File: src/rtl/shift_register_n.sv
// shift_register_n: WIDTH-bit register with synchronous reset, parallel load
// and left/right shift or rotate. A shift counter pulses done one cycle after
// every WIDTH-th shift, so a full word can be serialised or deserialised.
// sout presents the bit that leaves on the next shift in the current direction.

module shift_register_n #(
   parameter int unsigned      WIDTH  = 8,
   parameter logic [WIDTH-1:0] INI    = '0,
   parameter bit               ROTATE = 1'b0
) (
   input  logic             clk,
   input  logic             rst,
   input  logic [WIDTH-1:0] d,
   input  logic             load,
   input  logic             shift,
   input  logic             dir,
   input  logic             sin,
   output logic [WIDTH-1:0] q,
   output logic             sout,
   output logic             done
);

   localparam int unsigned    CW       = $clog2(WIDTH + 1);
   localparam logic [CW-1:0]  CNT_LAST = CW'(WIDTH - 1);
   localparam logic [CW-1:0]  CNT_ONE  = CW'(1);

   logic [WIDTH-1:0] q_q;
   logic [WIDTH-1:0] q_d;
   logic [CW-1:0]    cnt_q;
   logic [CW-1:0]    cnt_d;
   logic             done_q;
   logic             done_d;

   // One shift/rotate step; dir=0 moves toward the MSB, dir=1 toward the LSB.
   // In rotate mode the displaced bit re-enters at the opposite end.
   function automatic logic [WIDTH-1:0] shift_word(
      input logic [WIDTH-1:0] cur,
      input logic             to_lsb,
      input logic             ser_in
   );
      logic             ins;
      logic [WIDTH-1:0] res;
      case (to_lsb)
         1'b0: begin
            ins = ROTATE ? cur[WIDTH-1] : ser_in;
            res = {cur[WIDTH-2:0], ins};
         end
         1'b1: begin
            ins = ROTATE ? cur[0] : ser_in;
            res = {ins, cur[WIDTH-1:1]};
         end
         default: begin
            ins = 1'b0;
            res = cur;
         end
      endcase
      return res;
   endfunction

   // Next-state for data, shift counter and done pulse (load beats shift).
   always_comb begin
      q_d    = q_q;
      cnt_d  = cnt_q;
      done_d = 1'b0;
      if (load) begin
         q_d   = d;
         cnt_d = '0;
      end else if (shift) begin
         q_d = shift_word(q_q, dir, sin);
         if (cnt_q == CNT_LAST) begin
            cnt_d  = '0;
            done_d = 1'b1;
         end else begin
            cnt_d = cnt_q + CNT_ONE;
         end
      end else begin
         q_d   = q_q;
         cnt_d = cnt_q;
      end
   end

   // State registers; synchronous reset abandons any word in progress.
   always_ff @(posedge clk) begin
      if (rst) begin
         q_q    <= INI;
         cnt_q  <= '0;
         done_q <= 1'b0;
      end else begin
         q_q    <= q_d;
         cnt_q  <= cnt_d;
         done_q <= done_d;
      end
   end

   assign q    = q_q;
   assign done = done_q;
   assign sout = dir ? q_q[0] : q_q[WIDTH-1];

endmodule

File: config.mk
export PLATFORM = sky130hd
export DESIGN_NAME = shift_register_n
export DESIGN_NICKNAME = d
export VERILOG_FILES = /design/src/rtl/shift_register_n.sv
export SDC_FILE = /design/constraint.sdc
export NUM_CORES = 1
export LEC_CHECK = 0
export CAP_MARGIN = 20
export CELL_PAD_IN_SITES_DETAIL_PLACEMENT = 1
export CELL_PAD_IN_SITES_GLOBAL_PLACEMENT = 2
export CORE_MARGIN = 2
export CORE_UTILIZATION = 28
export CTS_BUF_LIST = sky130_fd_sc_hd__clkbuf_4
export DETAILED_ROUTE_END_ITERATION = 12
export PLACE_DENSITY = 0.87
export RECOVER_POWER = 25
export SETUP_SLACK_MARGIN = 0.2
export SLEW_MARGIN = 10
export SYNTH_ARGS = -nofsm -noshare
export SYNTH_HDL_FRONTEND = slang
export SYNTH_SLANG_ARGS = --single-unit
File: constraint.sdc
create_clock -name clk -period 1.7 [get_ports clk]
set_input_delay 0.51 -clock clk [delete_from_list [all_inputs] [get_ports clk]]
set_output_delay 0.51 -clock clk [all_outputs]
set_load 0.005 [all_outputs]
After elaboration in Yosys (flattened, before gate mapping)
Index checks and enable logic that the tools add are counted.
{"block": "totals", "regBits": 13, "inputBits": 14, "output_inout_bits": 10, "word_cells": 16}
{"block": "op_classes", "add_sub_neg": 1, "n_eq_ne": 1, "muxes": 6, "n_bitwise": 2, "n_reduce_logical": 3}
{"operator": "8-bit 2-to-1 mux", "n": 2}
{"operator": "8-bit one-hot mux with 2 select lines", "n": 1}
{"operator": "4-bit by 1-bit adder with 4-bit output (second input constant)", "n": 1}
{"operator": "4-bit by 3-bit equality test with 1-bit output (second input constant)", "n": 1}
{"operator": "4-bit 2-to-1 mux", "n": 1}
{"operator": "3-bit OR reduction", "n": 1}
{"operator": "1-bit 2-to-1 mux", "n": 2}
{"operator": "1-bit inverter", "n": 2}
{"operator": "2-bit nonzero test", "n": 1}
{"operator": "2-bit OR reduction", "n": 1}

Depth between registers and ports, before layout
Gate-level depths: netlist of the first run.
{"block": "depth", "word_depth": 4, "depth_mapped": 4, "ltp_nobuf": 3}

Worst setup path after synthesis of the first run
Ideal clock, no wire load.
{"block": "synth_path", "path_type": "input port to output port", "startpoint": "in dir", "endpoint": "out sout", "arrival_ns": 0.967, "t_required_ns": 1.190, "path_slack_ns": 0.223, "stages": 2, "n_path_buf": 1, "path_cell_list": "buf_6 -> mux2_2"}
{"block": "synth_via", "elab_chain_cells": 1}
{"element": "from (decl)", "line": "16", "text": "input logic dir,"}
{"element": "1-bit 2-to-1 mux", "line": "97", "text": "assign sout = dir ? q_q[0] : q_q[WIDTH-1];"}
{"element": "to (decl)", "line": "19", "text": "output logic sout,"}
No other way between the ends.

Worst setup path after layout of the first run
Same ends and word-level chain as after synthesis.

==> results_dict.tcl, run 1 <==
set metrics [dict create \
    relSlewSlack_pct 72.7 \
    dpl_worst_slack_ns -0.631 \
    place_congestion 0.719 \
    grt_pass1_vias 671 \
    route.detailed.drc 0 \
    dr.first_iter.drc_count 4 \
    grt-ovfl-total 0 \
    grt_start_max_net_pins 20 \
    total_power_uw 709 \
    synth.most_common_cell "dfxtp_1" \
    netlist_area_sq_um 714 \
    rsz0062_at_grt "true" \
    r2r_slack_ns 0.54 \
    status "complete, no violations" \
    num-fill-cells 285 \
    regArea_sq_um 270 \
    vias 690 \
    netlist_instances 68 \
    crit_fanout 2 \
    r2r-end "cnt_q[0]$_SDFFE_PP0P_" \
    io_buffers 23 \
    finClkSkew_ns 0.00165 \
    hold_path_end "done$_SDFF_PP0_" \
    timing.setup.tns_ns 0 \
    crit_buf_inv 2 \
    antennaDiodeCount 0 \
    synth_seq_cells 13 \
    nets 119 \
    finalNonFillerCells 133 \
    hold_depth 2 \
    cts_tree "yes" \
    ys_async_sr_fraction_pct 0 \
    powerDensity_mw_per_mm2 645 \
    yosysTopAreaCellShare_pct 36.4 \
    fin_hold_ws_ns 0.510 \
    clock-sinks 13 \
    areaGrowthSynthToFinish_pct 53.9 \
    start_util_pct 29.1 \
    die_w_um 54.5 \
    yosysWarningCount 0 \
    synth_top_family_by_area "simple AND/OR/NAND/NOR gates" \
    dp.cells 122 \
    min_period_ns 1.53 \
    startpoint_type "input pin" \
    num_rows 18 \
    slew_viol_final 0 \
    synthAdderAreaFrac_pct 1.75 \
    setup-violations-final 0 \
    cap_viol_max_count 0 \
    numCtsBuffers 3 \
    syn_area_per_cell_sq_um 10.5 \
    cts_htree_levels 1 \
    postRouteAntennaNets 0 \
    slowest_delay_ns 0.30 \
    synth_nets 83 \
    hp-start "cnt_q[2]$_SDFFE_PP0P_" \
    fmax_mhz 652 \
    final.setup.worst_slack_ns 0.166 \
    synth.largest_area_cell "dfxtp_1" \
    coreArea_sq_mm 0.00245 \
    r2r_cells 3 \
    synth_edf_count 0 \
    final_core_util_pct 44.8 \
    finalCritPeriodShare_pct 90.2 \
    synth-xor-area-share_pct 1.23 \
    multiInputGateArea_sq_um 422 \
    fp.dieH_um 54.5 \
    clockBufferDepth 2 \
    synth_simple_gate_area_share_pct 25.9 \
    grt_antenna_before_repair 0 \
    drive_gt1_share_pct 35.0 \
    hold_class "reg2reg" \
    crit_top_cell "buf_6" \
    cellLeakagePower_nw 0.473 \
    ios 24 \
    hpwl_um 1420 \
    yosys-mux-area-fraction_pct 16.3 \
    wl_per_cell_um 15.4 \
    timing.rr.start "cnt_q[0]$_SDFFE_PP0P_" \
    synth-compound-area-share_pct 12.4 \
    postLayoutCellArea_sq_mm 0.00110 \
    critical_path.top_delay_family "multiplexers" \
    arrival_ns 1.02 \
    ys_types 26 \
    path_depth 3 \
    hold_viol_final 0 \
    crit_path_cell_trace "buf_6, mux2_4, buf_6" \
    synth_common_cells "dfxtp_1 (13), mux2i_1 (6)" \
    drt_pass1_iterations 2 \
    place_area_sq_mm 0.00100 \
    path_clk_slew_ns 0.08 \
    cts_root_buffer "clkbuf_4" \
    grt_first_pass_wirelength_um 3250 \
    drt_wl_total_um 2040 \
    synth_flop_cell "dfxtp_1" \
    clock_latency_ns 0.28 \
    viasPerCell 5.19 \
    cp-end-kind "primary output" \
    ys_top_cells_by_area "dfxtp_1 (36%), mux2i_1 (8.4%), mux2_2 (7.9%), or4b_1 (7.0%), o221ai_1 (6.1%)" \
    track_usage_pct 15.8 \
    dieArea_sq_mm 0.00297 \
    required_ns 1.19 \
    cp_slowest_cell "mux2_4" \
    seq_area_frac_synth_pct 36.4 \
    crit_type "in2out" \
    worst_slew_pin_slew_ns 0.409 \
    ir_drop_mv 0.387 \
]
## what timing repair did
| item | in CTS | in global routing |
|---|---|---|
| gates resized for setup | 31 | 4 |
| cloned | 0 | 0 |
| setup endpoints to repair | 19 | 6 |
| hold buffers | 0 | 0 |
| buffers inserted | 7 | 0 |
## cell usage in the layout, fill, tap and decap left out, types with 2 or more instances in the layout
cell type        synthesis  final
buf_6                    2      3
or4b_1                   5      5
dfxtp_2                  0      8
o221ai_1                 5      4
nor4b_1                  3      3
nand2_1                  5      5
mux2i_1                  6      6
dlygate4sd2_1            0     10
clkdlybuf4s50_1          0      9
dfxtp_1                 13      5
mux2_2                   5      4
a221o_1                  3      3
nor2_1                   2      2
nor3b_1                  2      2
buf_4                    0     11
clkbuf_4                 0      4
## metal layers
layer / global-route usage [%] / up-vias / routed length, um
met3: 3.28 / 4 / 85
met1: 21.3 / 325 / 950
li1: - / 342 / -
met4: 8.75 / 0 / 39
met2: 23.3 / 19 / 966
met5: 0 / - / 0
## tightest hold or removal path: stages (launching register included)
cell      delay (ns)
dfxtp_1         0.34
nand4b_1        0.10
nor2_1          0.04
## kinds of logic (layout without fill, tap and decap cells)
family	Yosys count	in the layout
and+or+nand+nor	26	26
muxes	11	11
xor gates and xnor gates	1	1
adders and majority gates	1	1
DFF	13	13
AOI/OAI and AO/OA	10	10
buffers and inverters	6	41
## state kept, by name, indices dropped and copies added, names as in the netlist
register / cells
cnt_q: 4
q: 8
done: 1
## power breakdown
part           switching, mW  internal, mW
Combinational         0.0642        0.0997
Sequential           0.00982         0.321
Clock                  0.107         0.107
## area by class of cell
| type | count | share of cell area (%) |
|---|---|---|
| clock buffer | 4 | 2.73 |
| timing repair buffer | 37 | 30.9 |
| tap | 30 | 3.41 |
| multi-input combinational | 49 | 38.3 |
| sequential | 13 | 24.6 |
## how the worst max path moves through the flow
stage / startpoint / end / slack (ns)
global placement: dir / sout / -0.63
floorplan: dir / sout / 0.22
detailed placement: dir / sout / -0.63
global route: load / q[7]$_SDFFE_PP0P_ / 0.15
finish: dir / sout / 0.17
CTS: dir / sout / 0.13
Power figures use the tool's default switching activity.
==> run 2: changes to the inputs <==
- ABC_CLOCK_PERIOD_IN_PS: default -> 1700
- CTS_CLUSTER_DIAMETER: default -> 40
- RECOVER_POWER: 25 -> default
==> results_dict.tcl, run 2 (same netlist as run 1, synthesis figures left out) <==
set metrics [dict create \
    slew_viol_final 0 \
    worst_slew_pin_slew_ns 0.308 \
    nets 119 \
    place_congestion 0.719 \
    powerDensity_mw_per_mm2 641 \
    hold_class "reg2reg" \
    postRouteAntennaNets 0 \
    cp_slowest_cell "mux2_4" \
    setup-violations-final 0 \
    drt_wl_total_um 2050 \
    startpoint_type "input pin" \
    slowest_delay_ns 0.30 \
    viasPerCell 5.21 \
    dp.cells 122 \
    cap_viol_max_count 0 \
    cts_tree "yes" \
    fp.dieH_um 54.5 \
    largest_register_ffs 8 \
    dieArea_sq_mm 0.00297 \
    cp-end-kind "primary output" \
    fin_hold_ws_ns 0.510 \
    drive_gt1_share_pct 36.9 \
    dr.first_iter.drc_count 6 \
    hpwl_um 1420 \
    crit_type "in2out" \
    vias 693 \
    clock_latency_ns 0.28 \
    final_common_cell "buf_4" \
    cts_htree_levels 1 \
    clock-sinks 13 \
    hold_viol_final 0 \
    wl_per_cell_um 15.4 \
    finalCritPeriodShare_pct 90.2 \
    ir_drop_mv 0.387 \
    fmax_mhz 652 \
    rsz0062_at_grt "true" \
    finClkSkew_ns 0.00155 \
    start_util_pct 29.1 \
    numCtsBuffers 3 \
    dpl_worst_slack_ns -0.631 \
    path_clk_slew_ns 0.08 \
    grt_first_pass_wirelength_um 3250 \
    coreArea_sq_mm 0.00245 \
    crit_top_cell "buf_6" \
    layout_common_cells "buf_4 (12), dlygate4sd2_1 (10), clkdlybuf4s50_1 (9), dfxtp_2 (8), mux2i_1 (6)" \
    timing.setup.tns_ns 0 \
    num_rows 18 \
    grt_start_max_net_pins 20 \
    die_w_um 54.5 \
    r2r_cells 3 \
    min_period_ns 1.53 \
    io_buffers 23 \
    crit_path_cell_trace "buf_6, mux2_4, buf_6" \
    grt_antenna_before_repair 0 \
    arrival_ns 1.02 \
    clockBufferDepth 2 \
    status "complete, no violations" \
    finalNonFillerCells 133 \
    drt_pass1_iterations 2 \
    cts_root_buffer "clkbuf_4" \
    antennaDiodeCount 0 \
    required_ns 1.19 \
    ios 24 \
    crit_buf_inv 2 \
    hold_depth 2 \
    track_usage_pct 15.8 \
    grt_pass1_vias 671 \
    critical_path.top_delay_family "multiplexers" \
    route.detailed.drc 0 \
    crit_fanout 2 \
    grt-ovfl-total 0 \
    final.setup.worst_slack_ns 0.166 \
    path_depth 3 \
    cellLeakagePower_nw 0.478 \
    relSlewSlack_pct 79.5 \
    areaGrowthSynthToFinish_pct 55.2 \
]
[run 2: per-layer routing]
layer  vias up  wire length, um  global-route usage, %
met2        19              966                   23.3
li1        340                -                      -
met3         4               85                   3.28
met5         -                0                      0
met1       330              958                   21.3
met4         0               39                   8.75
[run 2: power by group]
part	switching [mW]	internal, mW
Combinational	0.0649	0.101
Clock	0.107	0.107
Sequential	0.00979	0.321
[run 2: final timing paths]
| check | to | startpoint | slack [ns] |
|---|---|---|---|
| worst min register to register | done$_SDFF_PP0_ | cnt_q[2]$_SDFFE_PP0P_ | 0.51 |
| worst min-delay path | done$_SDFF_PP0_ | cnt_q[2]$_SDFFE_PP0P_ | 0.51 |
| worst max-delay path | sout | dir | 0.17 |
| worst max register to register | cnt_q[0]$_SDFFE_PP0P_ | cnt_q[0]$_SDFFE_PP0P_ | 0.54 |
[run 2: stage by stage]
step	util (%)	power, mW	cell area (sq um)
final	45.2	0.711	1110
after detailed placement	40.9	0.490	1000
after global routing	45.2	0.752	1110
after global placement	40.9	0.487	1000
after CTS	44.3	0.712	1090
after floorplan	-	0.404	714
[run 2: layout make-up]
type / instances / area [sq um]
clock buffers: 4 / 30.0
well taps: 30 / 37.5
flip-flops and latches: 13 / 270
fillers: 284 / 1350
repair buffers: 37 / 344
multi-input cells: 49 / 427
[run 2: tightest hold or removal path, stage by stage, from the launching register on]
cell and delay (ns):
dfxtp_1 0.34, nand4b_1 0.10, nor2_1 0.04
[run 2: timing repair]
item / CTS / global route
endpoints found under the setup margin: 19 / 6
cloned: 0 / 0
endpoints found under the hold margin: 0 / 0
setup buffers: 7 / 0
hold buffers: 0 / 0
resized for setup: 31 / 4
==> run 3: changes to the inputs <==
- MAX_ROUTING_LAYER: default -> met4
==> results_dict.tcl, run 3 (same netlist as run 1, synthesis figures left out) <==
set metrics [dict create \
    relSlewSlack_pct 78.8 \
    dpl_worst_slack_ns -0.631 \
    p_int_uw 529 \
    io_buffers 23 \
    drt_wl_total_um 2040 \
    startpoint_type "input pin" \
    cts_root_buffer "clkbuf_4" \
    top_layer_used "met4" \
    place_congestion 0.727 \
    ir_drop_mv 0.387 \
    slew_viol_final 0 \
    crit_fanout 2 \
    cp-end-kind "primary output" \
    required_ns 1.19 \
    wl_met3_um 87 \
    clkPwrFrac_pct 30.2 \
    dieArea_sq_mm 0.00297 \
    place_area_sq_mm 0.00100 \
    die_w_um 54.5 \
    layout_common_cells "buf_4 (12), dlygate4sd2_1 (10), clkdlybuf4s50_1 (9), dfxtp_2 (8), mux2i_1 (6)" \
    grt_start_max_net_pins 20 \
    critical_path.top_delay_family "multiplexers" \
    setup-violations-final 0 \
    arrival_ns 1.02 \
    timing.setup.tns_ns 0 \
    path_clk_slew_ns 0.08 \
    antennaDiodeCount 0 \
    crit_top_cell "buf_6" \
    crit_buf_inv 2 \
    postRouteAntennaNets 0 \
    track_usage_pct 16.4 \
    viasPerCell 5.17 \
    cellLeakagePower_nw 0.478 \
    cts_hold_buf 0 \
    fmax_mhz 652 \
    clockBufferDepth 2 \
    slowest_delay_ns 0.30 \
    crit_type "in2out" \
    grt_first_pass_wirelength_um 3270 \
    ios 24 \
    total_power_uw 712 \
    drive_gt1_share_pct 36.9 \
    postLayoutCellArea_sq_mm 0.00111 \
    finClkSkew_ns 0.00185 \
    final_core_util_pct 45.2 \
    crit_path_cell_trace "buf_6, mux2_4, buf_6" \
    p_seq_share_pct 46.5 \
    hpwl_um 1420 \
    min_period_ns 1.53 \
    p_sw_uw 182 \
    grt_antenna_before_repair 0 \
    powerDensity_mw_per_mm2 642 \
    status "complete, no violations" \
    grt_pass1_vias 669 \
    final_common_cell "buf_4" \
    num-fill-cells 284 \
    numCtsBuffers 3 \
    cts_htree_levels 1 \
    final.setup.worst_slack_ns 0.167 \
    clock-sinks 13 \
    clock_latency_ns 0.28 \
    wl_met2_um 965 \
    largest_register_ffs 8 \
    switching_share_pct 25.6 \
    vias 687 \
    pwr-share-comb_pct 23.3 \
    cts_tree "yes" \
    drt-met1-wl_um 952 \
    hold_viol_final 0 \
    cap_viol_max_count 0 \
    areaGrowthSynthToFinish_pct 55.2 \
    wl_per_cell_um 15.4 \
    hold_class "reg2reg" \
    dr.first_iter.drc_count 4 \
    nets 119 \
    route.detailed.drc 0 \
    start_util_pct 29.1 \
    rsz0062_at_grt "true" \
    r2r_slack_ns 0.54 \
    finalCritPeriodShare_pct 90.2 \
    fp.dieH_um 54.5 \
    num_rows 18 \
    worst_slew_pin_slew_ns 0.318 \
    coreArea_sq_mm 0.00245 \
    cp_slowest_cell "mux2_4" \
    drt_pass1_iterations 2 \
    grt-ovfl-total 0 \
]
==> run 3: final cells by class <==
cell class	count	area (sq um)	share of cell area, %
Sequential cell	13	270	24.4
Multi-Input combinational cell	49	427	38.5
Tap cell	30	37.5	3.39
Timing Repair Buffer	37	344	31.0
Clock buffer	4	30.0	2.71
==> run 3: final timing paths <==
kind,cells past startpoint,start,end
min,2,cnt_q[2]$_SDFFE_PP0P_,done$_SDFF_PP0_
max reg2reg,3,cnt_q[0]$_SDFFE_PP0P_,cnt_q[0]$_SDFFE_PP0P_
max,3,dir,sout
min reg2reg,2,cnt_q[2]$_SDFFE_PP0P_,done$_SDFF_PP0_
==> run 3: stage by stage <==
step                instances  hold WS, ns
finish                    133        0.510
global route              133        0.552
CTS                       133        0.515
detailed placement        122        0.502
global placement          122        0.489
floorplan                  68        0.471
==> run 3: layer usage <==
metal | up-vias | track usage, %
li1 | 341 | -
met1 | 323 | 21.3
met2 | 19 | 23.7
met3 | 4 | 3.28
met4 | 0 | 8.75
met5 | - | -
==> run 3: repair_timing <==
item | CTS | global route
buffers inserted | 7 | 0
cloned | 0 | 0
resized for setup | 31 | 4
setup endpoints to repair | 19 | 6
==> run 3: power by group through the flow <==
stage	Combinational [mW]	Clock (mW)	Sequential, mW
finish	0.166	0.215	0.331
global route	0.181	0.238	0.334
CTS	0.161	0.220	0.331
detailed placement	0.150	0	0.341
global placement	0.147	0	0.340
floorplan	0.0662	0	0.338
==> run 3: worst register-to-register path, cell delays in order, from the launching register on <==
cell	delay, ns
dfxtp_1	0.41
ha_1	0.26
nor4bb_1	0.31
nor3_1	0.08
